$ cat src/rtl/uart_echo_ctrl.sv
`default_nettype none
// ============================================================================
// Module      : uart_echo_ctrl
// Description : Pops words from a UART receive FIFO, applies a selectable
//               transform and pushes the result into the transmit FIFO.
//               Transfers are started by a step tick or continuously when
//               auto_en is high. The transmit side stalls in WR while the
//               TX FIFO is full.
// Ports       : clk, reset          - clock, synchronous active-high reset
//               step, auto_en       - transfer request controls
//               mode[1:0]           - 00 PASS, 01 ADD, 10 INVERT, 11 SWAPNIB
//               rx_empty, r_data    - receive FIFO status / head word
//               tx_full             - transmit FIFO full flag
//               rd_uart, wr_uart    - FIFO pop / push strobes
//               w_data              - word presented with wr_uart
//               last_rx             - most recently captured word
//               rx_count, tx_count  - popped / pushed word counters
//               busy                - FSM outside IDLE
// Revision    : 1.0 - initial release
// ============================================================================
module uart_echo_ctrl #(
    parameter int DBIT  = 8,
    parameter int CNT_W = 16,
    parameter int INC   = 1
) (
    input  logic             clk,
    input  logic             reset,
    input  logic             step,
    input  logic             auto_en,
    input  logic [1:0]       mode,
    input  logic             rx_empty,
    input  logic [DBIT-1:0]  r_data,
    input  logic             tx_full,
    output logic             rd_uart,
    output logic             wr_uart,
    output logic [DBIT-1:0]  w_data,
    output logic [DBIT-1:0]  last_rx,
    output logic [CNT_W-1:0] rx_count,
    output logic [CNT_W-1:0] tx_count,
    output logic             busy
);

    localparam int              c_half = DBIT / 2;
    localparam logic [DBIT-1:0] c_inc  = DBIT'(INC);

    localparam logic [1:0] c_mode_pass = 2'b00;
    localparam logic [1:0] c_mode_add  = 2'b01;
    localparam logic [1:0] c_mode_inv  = 2'b10;
    localparam logic [1:0] c_mode_swap = 2'b11;

    typedef enum logic [1:0] {
        IDLE = 2'd0,
        RD   = 2'd1,
        WR   = 2'd2
    } state_t;

    state_t            r_state;
    logic [DBIT-1:0]   r_capture;
    logic [1:0]        r_mode;
    logic [DBIT-1:0]   r_last_rx;
    logic [DBIT-1:0]   r_w_hold;
    logic [CNT_W-1:0]  r_rx_count;
    logic [CNT_W-1:0]  r_tx_count;
    logic [DBIT-1:0]   w_xform;
    logic              w_push;

    // Transform works only from the captured word and the mode latched in RD,
    // so later changes on the mode input cannot disturb a pending transfer.
    always_comb begin
        w_xform = r_capture;
        case (r_mode)
            c_mode_pass: w_xform = r_capture;
            c_mode_add:  w_xform = r_capture + c_inc;
            c_mode_inv:  w_xform = ~r_capture;
            c_mode_swap: w_xform = {r_capture[c_half-1:0], r_capture[DBIT-1:c_half]};
            default:     w_xform = r_capture;
        endcase
    end

    // The push strobe must react to tx_full in the same cycle, otherwise a
    // word could be pushed into a FIFO that just filled up.
    assign w_push = (r_state == WR) && !tx_full;

    always_ff @(posedge clk) begin
        if (reset) begin
            r_state    <= IDLE;
            r_capture  <= '0;
            r_mode     <= '0;
            r_last_rx  <= '0;
            r_w_hold   <= '0;
            r_rx_count <= '0;
            r_tx_count <= '0;
        end else begin
            case (r_state)
                IDLE: begin
                    // A step that does not start a transfer is simply dropped.
                    if (!rx_empty && (auto_en || step)) begin
                        r_state <= RD;
                    end
                end
                RD: begin
                    r_capture  <= r_data;
                    r_last_rx  <= r_data;
                    r_mode     <= mode;
                    r_rx_count <= r_rx_count + 1'b1;
                    r_state    <= WR;
                end
                WR: begin
                    if (w_push) begin
                        r_w_hold   <= w_xform;
                        r_tx_count <= r_tx_count + 1'b1;
                        r_state    <= IDLE;
                    end
                end
                default: r_state <= IDLE;
            endcase
        end
    end

    assign rd_uart  = (r_state == RD);
    assign wr_uart  = w_push;
    // Between pushes the output keeps showing the last word actually pushed.
    assign w_data   = w_push ? w_xform : r_w_hold;
    assign last_rx  = r_last_rx;
    assign rx_count = r_rx_count;
    assign tx_count = r_tx_count;
    assign busy     = (r_state != IDLE);

endmodule
`default_nettype wire

$ cat config.mk
export PLATFORM = sky130hd
export DESIGN_NAME = uart_echo_ctrl
export DESIGN_NICKNAME = d
export VERILOG_FILES = /design/src/rtl/uart_echo_ctrl.sv
export SDC_FILE = /design/constraint.sdc
export NUM_CORES = 1
export LEC_CHECK = 0
export CAP_MARGIN = 20
export CORE_AREA = 4 4 85 67
export DETAILED_ROUTE_END_ITERATION = 16
export DIE_AREA = 0 0 89 71
export PLACE_DENSITY_LB_ADDON = 0.15
export SKIP_LAST_GASP = 1
export SLEW_MARGIN = 20
export SYNTH_ARGS = -nofsm -noshare
export SYNTH_HDL_FRONTEND = slang
export SYNTH_SLANG_ARGS = --single-unit
$ cat constraint.sdc
create_clock -name clk -period 5.6 [get_ports clk]
set_input_delay 0.56 -clock clk [delete_from_list [all_inputs] [get_ports clk]]
set_output_delay 0.56 -clock clk [all_outputs]
set_load 0.01 [all_outputs]
# Yosys cells after proc, flatten, opt, wreduce, memory -nomap -nowiden

Index checks and enable logic that the tools add are counted.

Register bits: 52
Bits of input ports: 16

Add/sub/neg operators: 3
Equality and inequality tests: 7
Mux-type cells: 5
Bitwise operators: 1
Reductions and logical operators: 10

Operators by type and width:

| kind                                          | number |
|---|---|
| adder 16 x 1 -> 16 bit, second input constant | 2 |
| case mux 8 bit (4 select lines)               | 1 |
| adder 8 x 1 -> 8 bit, second input constant   | 1 |
| two-way mux 8 bit                             | 1 |
| inverter 8 bit                                | 1 |
| == test 2 bit, second input constant          | 3 |
| case mux 2 bit (3 select lines)               | 1 |
| == test 2 x 1 -> 1 bit, second input constant | 2 |
| logical NOT 2 bit                             | 2 |
| two-way mux 2 bit                             | 2 |
| inequality test 2 bit, second input constant  | 2 |
| AND reduction 2 bit                           | 2 |
| logical AND 1 bit                             | 2 |
| logical NOT 1 bit                             | 2 |
| nonzero test 2 bit                            | 1 |
| logical OR 1 bit                              | 1 |

# Logic depth before layout (Yosys ltp)

Word-level depth: 4
Depth in mapped cells: 6

# Least setup slack after synthesis

Ideal clock, no wire load.

Path type: input to output
From: in tx_full
To: out w_data[0]
Arrival time: 1.857 ns
Data required time: 5.040 ns
Slack: 3.183 ns
Cell stages on the path: 6
Buffers on the path: 2
Cells stage by stage: or3b_1 > buf_6 > inv_1 > clkbuf_1 > o311ai_0 > nand2_1

Cells in the longest elaborated chain, start to end: 3

Ends and longest elaborated chain:

| element            | RTL line | text |
|---|---|---|
| start: declaration | 33       | `input logic tx_full,` |
| logical NOT 1 bit  | 82       | `assign w_push = (r_state == WR) && !tx_full;` |
| logical AND 1 bit  | 82       |  |
| named net wr_uart  | 35       | `output logic wr_uart,` |
| two-way mux 8 bit  | n/a      |  |
| end: declaration   | 36       | `output logic [DBIT-1:0] w_data,` |

The timed path passes the listed nets, and every way through them passes these cells.

# Final worst setup path

From: in tx_full
To: out w_data[5]

Cells in the longest elaborated chain, start to end: 3

Ends and longest elaborated chain:

| element           | RTL line |
|---|---|
| logical NOT 1 bit | 82 |
| logical AND 1 bit | 82 |
| two-way mux 8 bit | n/a |

Every way passes these cells.

==> results.yml <==
timing:
  rsz0062_at_grt: "no"
  finalSetupViolCount: 0
  fin_crit_ps: 3580
  hold_viol: 0
  slew_headroom_pct: 34.2
  skew_ps: 8.02
  tightest_slew_ps: 987
  fin_setup_tns_ps: 0
  clock.fmax_mhz: 279
  drv_slew: 0
  post-route-period-util_pct: 63.9
synthesis:
  ys_warn_count: 0
  syn_area_um2: 2460
  synth_ff_type: "dfxtp_1"
  synth_edf_count: 0
  ys_seq_area_share_pct: 42.4
  synth_common_cells: "dfxtp_1 (52), nand2_1 (49), a21oi_1 (29)"
  postSynthCellCount: 304
  avgSynthCellArea_um2: 8.08
  yosysTopAreaCell: "dfxtp_1"
  ys_ff_latch: 52
  async_reset_ff_share_pct: 0
  syn_nets: 323
  synth_top_area_share_pct: 42.4
  ys_top_cells_by_area: "dfxtp_1 (42%), nand2_1 (7.5%), a21oi_1 (5.9%)"
  ys_types: 42
  yosysMostFrequentCell: "dfxtp_1"
clock_network:
  clock_sink_count: 52
  ctsResizeCount: 0
  ctsLongestPathBuffers: 2
  cts_tree: "done"
  insertion_delay_ps: 300
  cts_root_buf: "clkbuf_8"
  h-tree-depth: 2
  clkTransAtPathRegs_ps: 90
  postCtsHoldBufs: 0
  cts-buffers-inserted: 5
  post_cts_buffers: 0
power:
  powerDensity_nw_per_um2: 227
  irDropWorstVdd_mv: 0.137
  power_leakage_nw: 1.12
floorplan:
  die_area_um2: 6320
  initial_utilization_pct: 51.0
  rows: 22
  die_x_um: 89
  ios: 67
  core_region_area_um2: 4820
  chipHeight_um: 71
detailed_routing:
  routedWlPerCell_um: 13.6
  met1_length_um: 2820
  ant_nets: 0
  dr.max_layer_used: "met4"
  wl_met2_um: 2490
  drc: 0
  vias_per_cell: 5.46
  dr.pass1.iters: 4
  met3_length_um: 327
  drt_iter0_drc: 80
  vias: 2295
  wl_um: 5710
setup_path:
  max_stage_delay_ps: 650
  endpoint_kind: "primary output"
  cp.arrival_ps: 3020
  critical_path_class: "input port to primary output"
  path_cells: "clkdlybuf4s50_1 -> or3b_1 -> inv_1 -> o311ai_0 -> nand2_1 -> clkdlybuf4s50_1"
  start_kind: "input port"
  crit_slowest_cell: "or3b_1"
  critPathRequiredTime_ps: 5040
  cpMostUsedCell: "clkdlybuf4s50_1"
  path_max_fanout: 19
global_routing:
  grt_usage_pct: 18.5
  grt_max_degree: 56
  gr-total-overflow: 0
  antenna_found_initial: 0
  grt_pass1_wl_um: 9400
  grt_pass1_vias: 2031
placed_design:
  dp_hpwl_um: 4010
  dpl_cell_area_um2: 3110
  io_buffer_count: 66
  gp_congestion: 0.795
cells_and_area:
  final_layout_size_suffix_gt1_share_pct: 4.17
  syn2layout_area_growth_pct: 32.0
  antenna_cells: 0
  num-fill-cells: 416
  layout.nets: 379
  design_area_um2: 3240
outcome:
  status: "finished clean"
run:
  cap_viol_max_count: 0
min_path:
  holdCritPathClass: "flip-flop to flip-flop"
[state kept, by name (all words and copies together), names as in the netlist]
| name | flops |
|---|---|
| last_rx | 8 |
| r_mode | 2 |
| r_state | 2 |
| r_w_hold | 8 |
| rx_count | 16 |
| tx_count | 16 |
[final timing paths]
check	start	end	slack [ps]	cells past startpoint
worst max-delay path	tx_full	w_data[5]	2020	6
worst min-delay path	r_w_hold[6]	r_w_hold[6]	470	2
worst max register to register	r_state[1]	tx_count[12]	3350	4
worst min register to register	r_w_hold[6]	r_w_hold[6]	470	2
[kinds of logic (layout without fill, tap and decap cells)]
family | after synthesis | in the layout | share of synthesized area [%]
DFF | 52 | 52 | 42.4
buffers and inverters | 22 | 78 | 3.72
and+or+nand+nor | 145 | 145 | 29.6
adders and majority gates | 3 | 3 | 1.53
xor gates and xnor gates | 22 | 22 | 7.84
muxes | 2 | 2 | 0.917
AOI/OAI and AO/OA | 58 | 58 | 14.0
[cell type report]
| cell class | count | area (um^2) | area share, % |
|---|---|---|---|
| Sequential cell | 52 | 1040 | 32.1 |
| Timing Repair Buffer | 66 | 656 | 20.2 |
| Clock buffer | 5 | 68.8 | 2.12 |
| Tap cell | 60 | 75.1 | 2.31 |
| Clock inverter | 2 | 60.1 | 1.85 |
| Multi-Input combinational cell | 230 | 1320 | 40.8 |
| Inverter | 5 | 18.8 | 0.579 |
[stage by stage]
step           worst slack [ps]  std cells  total power, mW  hold slack [ps]  utilization (%)
2_1_floorplan              3180        304            0.421              440                -
3_3_place_gp               2100        413            0.448              451             64.6
3_5_place_dp               2000        413            0.449              457             64.6
4_1_cts                    2020        420            0.745              470             67.3
5_1_grt                    1880        420            0.763              496             67.3
6_report                   2020        420            0.736              471             67.3
[layout by cell type (no fill, tap or decap), types with 4 or more instances in the layout]
cell type and instances:
a21oi_1 29, clkbuf_8 5, clkdlybuf4s50_1 65, dfxtp_1 52, inv_1 5, nand2_1 49, nand2b_1 4, nand3_1 12
nand4_1 11, nor2_1 28, nor2b_1 12, nor3_1 6, o211ai_1 6, o21ai_0 10, or3_1 5, xnor2_1 10
xor2_1 12
[routing by layer]
metal / vias up / GRT usage [%]
li1: 1165 / -
met5: - / 0
met3: 6 / 4.66
met4: 0 / 5.29
met1: 1070 / 27.4
met2: 54 / 26.4
[report_power, final]
group          internal (mW)  total (mW)  leakage (nW)  switching (mW)
combinational         0.0288      0.0539         0.635          0.0251
sequential             0.375       0.386         0.420          0.0111
clock                  0.176       0.295        0.0642           0.119
total                  0.580       0.736          1.12           0.156
[worst max-delay path: cells and delay by family]
family,cells,cell delay [ps]
compound gates,1,280
simple gates,2,770
buf+inv,3,1400
No activity file was read; power rests on OpenSTA's default activity.
